$ cat config.mk
export PLATFORM = sky130hd
export DESIGN_NAME = fip_32_div
export DESIGN_NICKNAME = d
export VERILOG_FILES = /design/src/rtl/fip_pkg.sv /design/src/rtl/fip_udiv_core.sv /design/src/rtl/fip_32_div.sv
export SDC_FILE = /design/constraint.sdc
export NUM_CORES = 1
export LEC_CHECK = 0
export ABC_AREA = 1
export CAP_MARGIN = 10
export CORE_MARGIN = 8
export CORE_UTILIZATION = 40
export DETAILED_ROUTE_END_ITERATION = 8
export PLACE_DENSITY_LB_ADDON = 0.2
export RECOVER_POWER = 100
export SYNTH_ARGS = -nofsm -noshare
export SYNTH_HDL_FRONTEND = slang
export SYNTH_HIERARCHICAL = 1
export SYNTH_SLANG_ARGS = --single-unit
$ cat constraint.sdc
create_clock -name clk -period 3.1 [get_ports clk]
set_clock_uncertainty 0.15 [all_clocks]
set_input_delay 0.62 -clock clk [delete_from_list [all_inputs] [get_ports clk]]
set_output_delay 0.62 -clock clk [all_outputs]
set_load 0.005 [all_outputs]
$ cat src/rtl/fip_pkg.sv
// Shared Q16.16 fixed-point constants and types for the arithmetic library
// (adder, multiplier, divider).
package fip_pkg;

   localparam int INT_BITS  = 16;
   localparam int FRAC_BITS = 16;

   localparam logic [31:0] Q_MAX = 32'h7FFFFFFF;
   localparam logic [31:0] Q_MIN = 32'h80000000;

   typedef logic signed [31:0] fip32_t;

   typedef enum logic [1:0] {
      IDLE = 2'd0,
      CALC = 2'd1,
      DONE = 2'd2
   } div_state_t;

endpackage

$ cat src/rtl/fip_udiv_core.sv
// Unsigned iterative restoring divider, one quotient bit per cycle.
// Done and the final quotient are presented combinationally during the last iteration.
module fip_udiv_core #(
   parameter int NUM_W = 48,
   parameter int DEN_W = 33
) (
   input  logic             clk,
   input  logic             reset_n,
   input  logic             i_start,
   input  logic [NUM_W-1:0] i_num,
   input  logic [DEN_W-1:0] i_den,
   output logic             o_busy,
   output logic             o_done,
   output logic [NUM_W-1:0] o_quo
);

   localparam int CNT_W = $clog2(NUM_W);

   logic [NUM_W-1:0] r_num;
   logic [NUM_W-1:0] r_acc;
   logic [DEN_W-1:0] r_rem;
   logic [DEN_W-1:0] r_den;
   logic [CNT_W-1:0] r_cnt;
   logic             r_busy;

   logic [DEN_W:0]   w_rem_sh;
   logic [DEN_W:0]   w_rem_nx;
   logic             w_ge;
   logic [NUM_W-1:0] w_acc_nx;

   // Remainder is always below the divisor, so one extra bit covers the shift.
   assign w_rem_sh = {r_rem, r_num[NUM_W-1]};
   assign w_ge     = (w_rem_sh >= {1'b0, r_den});
   assign w_rem_nx = w_ge ? (w_rem_sh - {1'b0, r_den}) : w_rem_sh;
   assign w_acc_nx = {r_acc[NUM_W-2:0], w_ge};

   assign o_busy = r_busy;
   assign o_done = r_busy && (r_cnt == '0);
   assign o_quo  = w_acc_nx;

   always_ff @(posedge clk or negedge reset_n) begin
      if (!reset_n) begin
         r_num  <= '0;
         r_acc  <= '0;
         r_rem  <= '0;
         r_den  <= '0;
         r_cnt  <= '0;
         r_busy <= 1'b0;
      end else if (i_start) begin
         r_num  <= i_num;
         r_acc  <= '0;
         r_rem  <= '0;
         r_den  <= i_den;
         r_cnt  <= CNT_W'(NUM_W - 1);
         r_busy <= 1'b1;
      end else if (r_busy) begin
         r_num <= {r_num[NUM_W-2:0], 1'b0};
         r_acc <= w_acc_nx;
         r_rem <= w_rem_nx[DEN_W-1:0];
         if (r_cnt == '0) begin
            r_busy <= 1'b0;
         end else begin
            r_cnt <= r_cnt - 1'b1;
         end
      end
   end

endmodule

$ cat src/rtl/fip_32_div.sv
// Sequential signed Q16.16 divider: sign handling, handshakes and saturation
// around the unsigned restoring core.
module fip_32_div
   import fip_pkg::*;
#(
   parameter int INT_BITS  = fip_pkg::INT_BITS,
   parameter int FRAC_BITS = fip_pkg::FRAC_BITS
) (
   input  logic                          clk,
   input  logic                          reset_n,
   input  logic                          in_valid,
   output logic                          in_ready,
   input  logic [INT_BITS+FRAC_BITS-1:0] x,
   input  logic [INT_BITS+FRAC_BITS-1:0] y,
   output logic                          out_valid,
   input  logic                          out_ready,
   output logic [INT_BITS+FRAC_BITS-1:0] quot,
   output logic                          overflow,
   output logic                          div_by_zero
);

   localparam int Q_W   = INT_BITS + FRAC_BITS;
   localparam int NUM_W = Q_W + FRAC_BITS;
   localparam int DEN_W = Q_W + 1;

   div_state_t r_state, w_state_nx;

   logic [Q_W-1:0]   r_quot;
   logic             r_ovf;
   logic             r_dbz;
   logic             r_neg;

   logic             w_accept;
   logic             w_y_zero;
   logic             w_start;
   logic [DEN_W-1:0] w_x_abs;
   logic [DEN_W-1:0] w_y_abs;
   logic [NUM_W-1:0] w_num;
   logic             w_core_busy;
   logic             w_core_done;
   logic [NUM_W-1:0] w_core_quo;
   logic [Q_W:0]     w_sat;

   // Returns {overflow, quotient}; truncated magnitude is clamped to the Q range.
   function automatic logic [Q_W:0] f_saturate(input logic i_neg,
                                               input logic [NUM_W-1:0] i_mag);
      logic [Q_W:0] v;
      if (!i_neg) begin
         v = (i_mag > NUM_W'(Q_MAX)) ? {1'b1, Q_MAX} : {1'b0, i_mag[Q_W-1:0]};
      end else if (i_mag > NUM_W'(Q_MIN)) begin
         v = {1'b1, Q_MIN};
      end else begin
         v = {1'b0, Q_W'(0) - i_mag[Q_W-1:0]};
      end
      return v;
   endfunction

   // Operands widened by one bit so that |-2^31| is representable.
   assign w_x_abs  = x[Q_W-1] ? (DEN_W'(0) - {x[Q_W-1], x}) : {1'b0, x};
   assign w_y_abs  = y[Q_W-1] ? (DEN_W'(0) - {y[Q_W-1], y}) : {1'b0, y};
   assign w_num    = {w_x_abs[Q_W-1:0], {FRAC_BITS{1'b0}}};

   assign w_accept = in_valid && (r_state == IDLE);
   assign w_y_zero = (y == '0);
   assign w_start  = w_accept && !w_y_zero;
   assign w_sat    = f_saturate(r_neg, w_core_quo);

   assign in_ready    = (r_state == IDLE);
   assign out_valid   = (r_state == DONE);
   assign quot        = r_quot;
   assign overflow    = r_ovf;
   assign div_by_zero = r_dbz;

   fip_udiv_core #(
      .NUM_W (NUM_W),
      .DEN_W (DEN_W)
   ) u_core (
      .clk     (clk),
      .reset_n (reset_n),
      .i_start (w_start),
      .i_num   (w_num),
      .i_den   (w_y_abs),
      .o_busy  (w_core_busy),
      .o_done  (w_core_done),
      .o_quo   (w_core_quo)
   );

   always_ff @(posedge clk or negedge reset_n) begin
      if (!reset_n) begin
         r_state <= IDLE;
      end else begin
         r_state <= w_state_nx;
      end
   end

   always_comb begin
      w_state_nx = r_state;
      case (r_state)
         IDLE: if (in_valid) w_state_nx = w_y_zero ? DONE : CALC;
         CALC: if (w_core_done || !w_core_busy) w_state_nx = DONE;
         DONE: if (out_ready) w_state_nx = IDLE;
         default: w_state_nx = IDLE;
      endcase
   end

   always_ff @(posedge clk or negedge reset_n) begin
      if (!reset_n) begin
         r_quot <= '0;
         r_ovf  <= 1'b0;
         r_dbz  <= 1'b0;
         r_neg  <= 1'b0;
      end else if (w_accept) begin
         r_neg <= x[Q_W-1] ^ y[Q_W-1];
         if (w_y_zero) begin
            r_quot <= x[Q_W-1] ? Q_MIN : Q_MAX;
            r_ovf  <= 1'b0;
            r_dbz  <= 1'b1;
         end
      end else if ((r_state == CALC) && w_core_done) begin
         r_quot <= w_sat[Q_W-1:0];
         r_ovf  <= w_sat[Q_W];
         r_dbz  <= 1'b0;
      end
   end

endmodule

Yosys cells after proc, flatten, opt, wreduce, memory -nomap -nowiden
Index checks and enable logic that the tools add are counted.
{"block": "totals", "regBits": 205, "wordCells": 75, "output_inout_bits": 36, "inputBits": 68}
{"block": "op_classes", "n_reduce_logical": 15, "eq_ne": 7, "n_mux": 33, "bitwise_logic": 1, "addsub": 5, "magnitude_cmp": 3}
{"op": "33-bit two-way mux", "n": 7}
{"op": "32-bit two-way mux", "n": 5}
{"op": "48-bit two-way mux", "n": 2}
{"op": "47-bit two-way mux", "n": 2}
{"op": "1-bit by 32-bit subtractor with 32-bit output, first input constant", "n": 2}
{"op": "48-bit by 31-bit > comparator with 1-bit output, second input constant", "n": 1}
{"op": "48-bit by 32-bit > comparator with 1-bit output, second input constant", "n": 1}
{"op": "34-bit by 33-bit greater-or-equal comparator with 1-bit output", "n": 1}
{"op": "1-bit by 32-bit subtractor with 33-bit output, first input constant", "n": 1}
{"op": "33-bit subtractor", "n": 1}
{"op": "32-bit zero test", "n": 1}
{"op": "6-bit two-way mux", "n": 3}
{"op": "1-bit two-way mux", "n": 9}
{"op": "2-bit two-way mux", "n": 4}
{"op": "6-bit zero test", "n": 1}
{"op": "2-bit by 1-bit inequality test with 1-bit output, second input constant", "n": 3}
{"op": "2-bit case mux with 3 select lines", "n": 1}
{"op": "6-bit by 1-bit subtractor with 6-bit output, second input constant", "n": 1}
{"op": "1-bit logical AND", "n": 4}
{"op": "2-bit inequality test, second input constant", "n": 2}
{"op": "2-bit AND reduction", "n": 2}
{"op": "2-bit nonzero test", "n": 2}
{"op": "3-bit AND reduction", "n": 1}
{"op": "2-bit by 1-bit equality test with 1-bit output, second input constant", "n": 1}
{"op": "other kinds (5)", "n": 6}

Depth between registers and ports, before layout
Gate-level depths: netlist of the first run.
{"block": "depth", "word_depth": 6, "mapped_depth": 27, "depth_no_buf": 25}

Cells and area by module
Netlist of the first run, hierarchy kept.
{"module": "fip_udiv_core", "n_inst": 1, "area_each_um2": 10059.6, "seq_area_each_um2": 4204.0, "cells_each": 1375}
{"module": "fip_32_div", "n_inst": 1, "area_each_um2": 4473.0, "seq_area_each_um2": 925.9, "cells_each": 751}

Worst setup path after synthesis of the first run
OpenSTA, ideal clock, no wires.
{"block": "synth_timing", "path_kind": "register to register", "start": "register u_core.r_rem[24]", "end": "register r_quot[27], in the netlist quot[27]", "arrival_time_ns": 3.031, "setup_ns": 0.073, "synth_period_minus_slack_ns": 3.254, "path_buffers": 3, "stages_incl_launch_ff": 27, "t_required_ns": 2.877, "path_slack_ns": -0.154, "cell_sequence": "dfrtp_1 -> ha_1 -> nand2_2 -> inv_1 -> nand2_1 -> nand2_1 -> clkinv_1 -> nand2_1 -> nand2_1 -> nand3_2 -> nor2_8 -> nand2_8 -> buf_12 -> buf_4 -> inv_1 -> ha_1 -> nand2_1 -> nor2_1 -> nand2_2 -> nor2_4 -> nand2_2 -> nand2_4 -> nand2_4 -> buf_6 -> o21bai_2 -> nand2_1 -> a21oi_2"}
{"block": "synth_via", "elab_chain_cells": 6, "word_cells_on_any_way": 9, "classes_between": "add/sub (1); order compare (3); mux (5)"}
{"item": "from (decl)", "line": "fip_udiv_core.sv:21", "rtl": "logic [DEN_W-1:0] r_rem;"}
{"item": "from (signal assigned)", "line": "fip_udiv_core.sv:59", "rtl": "r_rem <= w_rem_nx[DEN_W-1:0];"}
{"item": "34-bit by 33-bit greater-or-equal comparator with 1-bit output *", "line": "fip_udiv_core.sv:33", "rtl": "assign w_ge = (w_rem_sh >= {1'b0, r_den});"}
{"item": "via u_core.w_ge", "line": "fip_udiv_core.sv:28", "rtl": "logic w_ge;"}
{"item": "48-bit by 31-bit > comparator with 1-bit output, or another cell as far along", "line": "fip_32_div.sv:49", "rtl": "v = (i_mag > NUM_W'(Q_MAX)) ? {1'b1, Q_MAX} : {1'b0, i_mag[Q_W-1:0]};"}
{"item": "33-bit two-way mux, on equally long branches", "line": "fip_32_div.sv:49, fip_32_div.sv:50"}
{"item": "33-bit two-way mux *", "line": "fip_32_div.sv:48", "rtl": "if (!i_neg) begin"}
{"item": "32-bit two-way mux *", "line": "fip_32_div.sv:119", "rtl": "end else if ((r_state == CALC) && w_core_done) begin"}
{"item": "32-bit two-way mux *", "line": "fip_32_div.sv:112", "rtl": "end else if (w_accept) begin"}
{"item": "to (signal assigned)", "line": "fip_32_div.sv:115", "rtl": "r_quot <= x[Q_W-1] ? Q_MIN : Q_MAX;"}
{"item": "to (signal assigned)", "line": "fip_32_div.sv:120", "rtl": "r_quot <= w_sat[Q_W-1:0];"}
{"item": "to (decl)", "line": "fip_32_div.sv:28", "rtl": "logic [Q_W-1:0] r_quot;"}
The timed path passes the listed nets; every way through them passes the cells marked *. The select of a mux whose other input is x is not followed.
A chain may end at the register's enable or synchronous reset.

Final worst setup path of the first run
{"block": "layout_timing", "start": "register u_core.r_den[30]", "end": "register r_quot[27], in the netlist quot[27]"}
{"block": "layout_via", "elab_chain_cells": 6, "word_cells_on_any_way": 9, "classes_between": "add/sub (1); order compare (3); mux (5)"}
{"item": "from (decl)", "line": "fip_udiv_core.sv:22", "rtl": "logic [DEN_W-1:0] r_den;"}
{"item": "from (signal assigned)", "line": "fip_udiv_core.sv:53", "rtl": "r_den <= i_den;"}
{"item": "34-bit by 33-bit greater-or-equal comparator with 1-bit output *", "line": "fip_udiv_core.sv:33"}
{"item": "via w_core_quo[0]", "line": "fip_32_div.sv:41", "rtl": "logic [NUM_W-1:0] w_core_quo;"}
{"item": "48-bit by 31-bit > comparator with 1-bit output, or another cell as far along", "line": "fip_32_div.sv:49"}
{"item": "33-bit two-way mux, on equally long branches", "line": "fip_32_div.sv:49, fip_32_div.sv:50"}
{"item": "33-bit two-way mux *", "line": "fip_32_div.sv:48"}
{"item": "32-bit two-way mux *", "line": "fip_32_div.sv:119"}
{"item": "32-bit two-way mux *", "line": "fip_32_div.sv:112"}
Marks and branches as above.

==> results of run 1 <==
## final timing paths
check | from | end | slack [ns] | cells after the start
max reg2reg | u_core/r_den[30] | quot[27] | 0.13 | 23
min | quot[31] | quot[31] | 0.34 | 2
min in group asynchronous | reset_n | quot[17] | 0.91 | 2
max in group asynchronous | reset_n | u_core/r_num[40] | 0.48 | 3
max | u_core/r_den[30] | quot[27] | 0.13 | 23
min reg2reg | quot[31] | quot[31] | 0.34 | 2
## Yosys cell counts (5+ instances only)
library cell / n
sky130_fd_sc_hd__nor4_1: 6
sky130_fd_sc_hd__nor2_1: 170
sky130_fd_sc_hd__nand3_1: 132
sky130_fd_sc_hd__o211ai_1: 50
sky130_fd_sc_hd__nand3b_1: 27
sky130_fd_sc_hd__inv_2: 13
sky130_fd_sc_hd__dfrtp_1: 205
sky130_fd_sc_hd__o22ai_1: 61
sky130_fd_sc_hd__o31ai_1: 6
sky130_fd_sc_hd__and2_1: 7
sky130_fd_sc_hd__nand2_2: 40
sky130_fd_sc_hd__o21ai_0: 127
sky130_fd_sc_hd__nand2_1: 607
sky130_fd_sc_hd__buf_1: 12
sky130_fd_sc_hd__nand4_1: 25
sky130_fd_sc_hd__nor2_4: 6
sky130_fd_sc_hd__clkbuf_1: 38
sky130_fd_sc_hd__nand2_4: 5
sky130_fd_sc_hd__nor3_1: 15
sky130_fd_sc_hd__xnor2_1: 30
sky130_fd_sc_hd__xor2_1: 43
sky130_fd_sc_hd__ha_1: 38
sky130_fd_sc_hd__nor2_2: 15
sky130_fd_sc_hd__a21oi_1: 45
sky130_fd_sc_hd__nor3_2: 5
sky130_fd_sc_hd__buf_2: 9
sky130_fd_sc_hd__nand3_2: 8
sky130_fd_sc_hd__inv_1: 346
## logic make-up (layout without fill, tap and decap cells)
logic type               count (synthesis)  count (layout)  synth area share, %
XOR/XNOR                                73              73                4.399
AO/OA/AOI/OAI                          302             302                12.17
AND/OR/NAND/NOR                       1077            1077                32.96
buffers and inverters                  429             666                11.73
other                                    1              18              0.02580
flip-flops                             205             205                35.30
adder cells (fa/ha/maj)                 39              39                3.409
## sequential cells by signal (all words and copies together), names as in the netlist, 2 cells and up
name / flops
u_core/r_acc: 47
u_core/r_num: 48
u_core/r_rem: 33
u_core/r_cnt: 6
r_state: 2
u_core/r_den: 33
quot: 32
## worst register-to-register path, delay by kind of cell (launching register included)
family / cells / cell delay, ns
AO/OA/AOI/OAI: 2 / 0.25
AND/OR/NAND/NOR: 16 / 1.44
buffers and inverters: 3 / 0.38
flip-flops: 1 / 0.35
adder cells (fa/ha/maj): 2 / 0.38
## power groups by stage
stage                     combinational [mW]  sequential, mW  clock, mW
after floorplan                         8.39            4.12          0
after global placement                  12.0            4.22          0
after detailed placement                12.1            4.24          0
after CTS                               12.2            4.21       3.18
after global routing                    14.2            4.33       3.28
final                                   12.5            4.23       3.09
## per-layer routing
metal | part of all wire [%] | wire, um
met1 | 48 | 20940
met3 | 6.8 | 2932
met4 | 2.3 | 997
met5 | 0.021 | 9
met2 | 42 | 18370
## stage by stage
step / setup WS (ns) / total power [mW] / cell area (um2) / hold slack [ns]
CTS: 0.01646 / 19.60 / 18410 / 0.3422
floorplan: 0.009173 / 12.51 / 14990 / 0.1744
global route: -0.003602 / 21.80 / 18540 / 0.3604
detailed placement: -0.1708 / 16.39 / 17490 / 0.3290
finish: 0.1251 / 19.79 / 18540 / 0.3422
global placement: -0.1381 / 16.21 / 17490 / 0.3208
## layout make-up
class | count | share of cell area, %
antenna | 1 | 0.01350
clock buffer | 37 | 4.272
clock inverter | 11 | 0.6208
inverter | 361 | 7.335
multi-input combinational | 1508 | 44.71
sequential | 205 | 27.67
tap | 468 | 3.158
timing repair buffer | 257 | 12.21
## timing repair
item                       in CTS  in global routing
gates resized for setup         0                 59
hold buffers                    1                  0
hold endpoints to repair       59                  0
setup endpoints to repair       0                 39
setup buffers                   0                  3
==> summary by stage, run 1 <==
GRT
The most crowded layer after global routing is met2. For met1 alone, demand over resource in global routing was 29.33%. For met2 alone, demand over resource in global routing was 32.16%. In the global route stage, met3 resource usage came out at 3.730%.

The number of global-route vias before repair is 13960. The pin count of the biggest net entering global routing is 92. In the global route stage, overall resource usage came out at 20.70%. Global routing finished with a remaining overflow of 0. The global-route wire length before repair is 72120 um. The initial antenna violation count is 2.

Die
The die is 206.6 um wide. For this configuration, the core starts out at a cell density of 40.18%. The die footprint is 42690 um2. The core region is 36170 um2. The boundary pin count is 104. The floorplan has 70 rows. The die extent in y is 206.6 um.

Synth
After synthesis, the netlist uses 51 different library cells. The average instance in the mapped netlist occupies 6.836 um2. After synthesis the netlist holds a flip-flop and latch count of 205. By area the synthesized netlist is led by sky130_fd_sc_hd__dfrtp_1 (35%), sky130_fd_sc_hd__nand2_1 (16%), sky130_fd_sc_hd__inv_1 (8.9%).

The number of flops mapped to enable cells by yosys is 0. The netlist area before placement is 14530 um2. The fraction of the yosys area taken by sequential cells is 35.30%. The most used flip-flop cell after synthesis is sky130_fd_sc_hd__dfrtp_1. The number of warnings reported in the yosys synthesis log is 6. Of all flip-flops after synthesis, the portion carrying an async set or reset was 100.0%. The synthesized design spends more area on one cell type than any other, namely sky130_fd_sc_hd__dfrtp_1. Synthesis handed over a netlist of 2126 instances. The share of the synthesized area in the top cell type is 35.30%.

Final layout
The layout overhead on the synthesized area is 27.58%. In the layout the commonest cells are sky130_fd_sc_hd__nand2_1 (600), sky130_fd_sc_hd__inv_1 (332), sky130_fd_sc_hd__dfrtp_1 (204). The count of non-filler cells in the finished layout is 2848. The share of cells above drive strength 1 is 15.89%.

The number of inserted filler cells in the final layout is 3591. The flip-flop and latch area is 5131 um2. At the end of the flow the core is filled with cells to 51.26%. The final layout net count is 2466. The library cell used most frequently in the layout, excluding fill and tap cells, is sky130_fd_sc_hd__nand2_1.

The multi-input combinational cells in the finished layout cover a total of 8290 um2.

Clock tree
The CTS tree is done. CTS placed an instance of sky130_fd_sc_hd__clkbuf_16 at the clock tree root. In this run the deepest clock path goes through 3 buffers. The number of sinks on the clock net is 205. Clock-pin slew was measured on the worst setup and hold paths at 0.06 ns. Clock tree synthesis inserted a total of 26 buffers.

Clock latency on the worst-skew pair, taken at its later pin, is 0.55 ns. The maximum level of the CTS H-tree is 1.

STA
The post-route fraction of the period consumed by the critical path is 95.96%. The worst-case headroom to the max-slew limit is -17.49%. For the pin with the worst max-slew slack, the measured transition is 1.762 ns. Setup violations remaining at the end of the flow were counted as 0. The maximum clock rate is 0.3361 GHz. Setup repair after global routing could not meet its margin everywhere. The worst path needs 2.975 ns of the cycle, external delays included. The final hold violation count is 0. The count of pins over their slew limit is 63. The total negative setup slack is 0 ns.

Job
Max-cap violations in this run came to 1.

Critical path
The critical path in this run is classified as flop to flop. The worst-path cell with the longest stage delay is sky130_fd_sc_hd__dfrtp_1. STA classifies the critical path startpoint as a flop. The top fanout value on the critical path is 4. The peak per-stage delay on the critical path is 0.35 ns. The worst setup path is captured at a flop. Data arrives at the worst endpoint at 3.31 ns. The top cell family by delay on the critical path is simple AND/OR/NAND/NOR gates. The cell seen most often among critical-path stages is sky130_fd_sc_hd__nand2_1. The signal on the critical path passes through inv_1 > ha_4 > nand2_1 > nor2_1 > nand2_1 > nor2_2 > nand2_1 > nand3_4 > nor2_8 > nand2_8 > inv_4 > ha_4 > nand2_4 > nor2_4 > nand2_2 > nor2_4 > nand2_2 > nand2_4 > nand2_4 > buf_6 > o21bai_2 > nand2_1 > a21oi_2.

The critical path contains buffers and inverters numbering 3 combined. STA puts the critical path data required time at 3.43 ns.

Power
The power density of the placed cells is 1067 nW/um2. IR analysis of the VDD net gives a maximum drop of 0.0004423 V. Of the total power, the clock network draws 15.6%.

Net switching is 45.87% of the power. Of the total power, combinational logic draws 63.0%. Cell internal power was estimated by the tool at 10.71 mW. The power dissipated by switching net loads is 9.076 mW. The sequential fraction of design power is 21.4%. The static leakage is 9.069 nW.

Status
The checks that failed: max-capacitance violations, max-slew violations. The run finished, with violations left.

Route
After detailed routing, the number of vias per cell comes to 4.985. The first detailed-routing pass ran for 5 iterations. The number of DRC markers after the initial detailed-route iteration is 1137. The routed layout has 14200 vias.

The post-detailed-route DRC marker count is 0. The final layout contains routed wiring with a total length of 43250 um. In the final routed layout, each cell accounts on average for 15.18 um. The number of antenna-violating nets in the routed design is 0.

Placed design
Buffers placed on the I/O ports in this run total 103. The total half-perimeter wirelength after legalization and detailed placement is 33370 um. The final weighted congestion in routability-driven placement is 0.9464. The number of placed instances with taps included is 2795.

Hold path
The class of the most critical hold timing path is flop to flop.
Power figures use the tool's default switching activity.
==> run 2: changes to the inputs <==
--- a/config.mk
+++ b/config.mk
@@ -7,12 +7,10 @@
 export LEC_CHECK = 0
 export ABC_AREA = 1
 export CAP_MARGIN = 10
-export CORE_MARGIN = 8
 export CORE_UTILIZATION = 40
 export DETAILED_ROUTE_END_ITERATION = 8
 export PLACE_DENSITY_LB_ADDON = 0.2
 export RECOVER_POWER = 100
 export SYNTH_ARGS = -nofsm -noshare
 export SYNTH_HDL_FRONTEND = slang
-export SYNTH_HIERARCHICAL = 1
 export SYNTH_SLANG_ARGS = --single-unit
==> run 2 against run 1 <==
Against the previous run: the flow finishes with violations (max-capacitance violations, max-slew violations, negative setup slack); area after synthesis fell by 14%; hold slack got worse by 0.0044 ns; register-to-register slack got worse by 0.14 ns; sequential share of layout area rose by 1.3 points; power fell by 74%; sequential power fell by 42%; non-clock buffer count rose by 5; largest cell class unchanged; highest routed layer is now met4.
==> summary by stage, run 2 <==
Status
The run finished, with violations left. The final reports fail on max-capacitance violations, max-slew violations, negative setup slack.

Synth
The post-synthesis cell count is 1699 (-20%). The fraction of the yosys area taken by sequential cells is 37.77% (+2.5 points). By area the synthesized netlist is led by sky130_fd_sc_hd__dfrtp_1 (38%), sky130_fd_sc_hd__nand2_1 (12%), sky130_fd_sc_hd__inv_1 (6.5%). The share of the synthesized area in the top cell type is 37.77% (+2.5 points). For this run, the leading register cell type out of synthesis is sky130_fd_sc_hd__dfrtp_1. The library cell with the highest instance count after synthesis is sky130_fd_sc_hd__nand2_1. The async set or reset register ratio after synthesis was 100.0% (unchanged). The post-synth net total is 1806.

The netlist area before placement came to 12520 um2 (-14%). In the synthesized netlist, the cells that appear most often are sky130_fd_sc_hd__nand2_1 (384), sky130_fd_sc_hd__inv_1 (216), sky130_fd_sc_hd__dfrtp_1 (189). The number of register bits inferred by synthesis is 189 (-7.8%).

The post-synthesis cell type count was 50 (-2.0%). The number of flops mapped to enable cells by yosys is 0 (unchanged). The largest area contributor in the netlist is sky130_fd_sc_hd__dfrtp_1. The number of warnings reported in the yosys synthesis log is 0 (-6). The per-instance average area after synthesis is 7.371 um2 (+7.8%).

STA
The pin slew with the least headroom to its limit is 1.703 ns (-0.05886 ns). The maximum clock rate was 0.3213 GHz (-4.4%). The final hold violation count is 0 (unchanged). The worst-case headroom to the max-slew limit is -13.56% (+3.9 points). The total negative setup slack is -0.02315 ns (-0.02315 ns). The count of endpoints failing setup in the final report is 3 (+3).

The count of pins over their slew limit is 64 (+1.6%). The post-route fraction of the period consumed by the critical path came to 100.4% (+4.4 points). The setup slack of the critical path after layout came to -0.01199 ns (-0.1371 ns). Setup repair after global routing could not meet its margin everywhere.

The final hold slack is 0.3378 ns (-0.004425 ns). The post-layout minimum cycle time is 3.112 ns (+0.1371 ns).

Die
The effective utilization at floorplan is 40.83% (+0.66 points). The die extent in y is 178.9 um (-13%). The width of the chip is 178.9 um (-13%). The area of the core came to 30670 um2 (-15%). The boundary pin count is 104 (unchanged). The die footprint is 32020 um2 (-25%). The count of standard-cell rows is 64 (-8.6%).

Clock tree
The maximum level of the CTS H-tree is 4 (+3). TritonCTS built the clock tree. The clock-pin slew reported for the worst setup and hold paths after clock tree synthesis was 0.08 ns (+0.02 ns). The number of sinks on the clock net is 189 (-7.8%). The latest clock arrival within the worst-skew pair was 0.45 ns (-0.10 ns). The root buffer cell chosen for the clock tree is sky130_fd_sc_hd__clkbuf_16. The number of buffers on the longest clock path came to 2 (-1).

The hold-fix buffer count after cts is 0 (-1). The total clock buffers created by CTS is 17 (-35%).

Power
The power density of the placed cells is 311.6 nW/um2 (-71%). The peak ir drop on the vdd network is 0.0003652 V (-17%). The static leakage is 7.206 nW (-21%).

Placed design
The post-placement worst setup slack is -0.2676 ns (-0.09679 ns). The number of placed instances with taps included is 2281 (-18%). The number of port buffers was 103 (unchanged). The total half-perimeter wirelength after legalization and detailed placement is 27530 um (-17%). The final weighted congestion in routability-driven placement is 0.9482 (+0.19%).

Final layout
The number of inserted filler cells in the final layout is 2933 (-18%). The final layout net count is 2023 (-18%). The flip-flop count of the largest register after layout is 47 (-2.1%). The largest registers in the layout are u_core.r_acc (47), u_core.r_den (33), u_core.r_rem (33). The library cell used most frequently in the layout, excluding fill and tap cells, is sky130_fd_sc_hd__nand2_1. The number of antenna repair diodes is 0 (-1). The count of non-filler cells in the finished layout came to 2325 (-18%).

The flip-flop and latch area was 4730 um2 (-7.8%). The combined area of the multi-input logic cells is 7233 um2 (-13%). u_core.r_acc holds more flip-flops than any other register.

The library cells used most frequently in the layout, excluding fill and tap cells, are sky130_fd_sc_hd__nand2_1 (354), sky130_fd_sc_hd__inv_1 (201), sky130_fd_sc_hd__dfrtp_1 (189). The share of cells above drive strength 1 came to 19.13% (+3.2 points). Compared with the post-synthesis result, the final layout area differs by 30.13%.

Critical path
The top fanout value on the critical path is 31 (+27). By instance count, the cell type seen most on the critical path is sky130_fd_sc_hd__inv_1. The peak per-stage delay on the critical path is 0.53 ns (+0.18 ns). The data required time of the critical path came to 3.34 ns (-0.09 ns).

The critical path goes through clkdlybuf4s50_1 > inv_1 > ha_1 > inv_1 > nor2_1 > nand3_2 > inv_1 > nand4_2 > nor2_1 > nor2_4 > nor2_2 > buf_6 > o21ai_0 > o21bai_1 > nand2_1. STA classifies the critical path endpoint as a flop. The element type at the critical path start is an input pin. The arrival time at the worst endpoint is 3.35 ns (+0.04 ns). The worst-path cell with the longest stage delay is sky130_fd_sc_hd__nor2_1. The worst setup path category is input pin to flop.

Route
The final routed wirelength across all metal layers is 36780 um (-15%). The number of antenna-violating nets in the routed design is 0 (unchanged). The number of DRC markers after the initial detailed-route iteration is 666 (-41%).

The total number of vias is 12070 (-15%). The number of iterations in the first detailed-routing pass is 5 (unchanged). The average vias per placed instance is 5.192 (+4.2%). The post-detailed-route DRC marker count is 0 (unchanged). The detail-routed net length per standard cell is 15.82 um (+4.2%).

GRT
The initial antenna violation count was 0 (-2). The number of global-route vias before repair came to 11820 (-15%). The total track usage is 24.03% (+3.3 points). The global-route wire length before repair is 60500 um (-16%).

The total congestion overflow after global routing is 0 (unchanged). The pin count of the biggest net entering global routing came to 64 (-30%).

Job
The number of max-cap violations is 1 (unchanged).

Hold path
The class of the most critical hold timing path is flop to flop.
-- run 2: cell count changes in the layout (fill, tap and decap cells not counted), sizes merged, moves of 22 or more --
cell	change
inv	-128
nand2	-265
nand3b	-22
nor2	-55
o21ai	+51
o211ai	-33
-- run 2: area by class of cell --
class	count	area share, %
sequential	189	29.02
timing repair buffer	262	14.70
clock inverter	14	1.013
tap	396	3.040
inverter	224	5.205
clock buffer	18	2.633
multi-input combinational	1222	44.38
-- run 2: worst max-delay path: cells and delay by family --
kind | cells | cell delay, ns
fa+ha+maj | 1 | 0.19
compound gates | 2 | 0.30
buf+inv | 5 | 0.96
simple gates | 7 | 1.28
-- run 2: cell families after synthesis --
| kind of cell | share of synthesized area (%) |
|---|---|
| flip-flops | 37.77 |
| buffers and inverters | 9.512 |
| AO/OA/AOI/OAI | 17.32 |
| adder cells (fa/ha/maj) | 3.956 |
| XOR/XNOR | 5.175 |
| AND/OR/NAND/NOR | 26.27 |
-- run 2: timing repair --
item | 4_1_cts | 5_1_grt
endpoints found under the setup margin | 31 | 33
cloned | 1 | 1
buffers inserted | 5 | 5
resized for setup | 39 | 87
pin swaps | 11 | 33
-- run 2: through the flow --
step	area, um2	power, mW	utilization, %
floorplan	12850	2.640	-
global placement	15320	2.868	49.96
detailed placement	15320	2.870	49.96
CTS	16080	5.145	52.44
global route	16300	5.247	53.14
finish	16300	5.078	53.14
-- run 2: final timing paths --
path                                   from                to  slack, ns  cells past startpoint
setup / recovery                       y[0]  u_core.r_rem[32]      -0.01                     15
hold / removal                     quot[31]          quot[31]       0.34                      2
setup reg to reg           u_core.r_den[21]           quot[3]      -0.01                     23
hold reg to reg                    quot[31]          quot[31]       0.34                      2
max in group asynchronous           reset_n  u_core.r_acc[13]       0.67                      2
min in group asynchronous           reset_n   u_core.r_den[7]       0.47                      1
-- run 2: layer usage --
metal  up-vias  global-route usage (%)  share of wire [%]
met5         -                       0                  0
met4         0                   5.791                1.6
met3        32                   3.159                3.4
met2       241                   39.33                 46
met1      5695                   33.41                 49
li1       6103                       -                  -
-- run 2: power breakdown --
part           total (mW)  switching (mW)  internal, mW
logic               0.347           0.201         0.146
clock network        2.27            1.11          1.16
registers            2.46               0          2.46
total                5.08            1.31          3.77
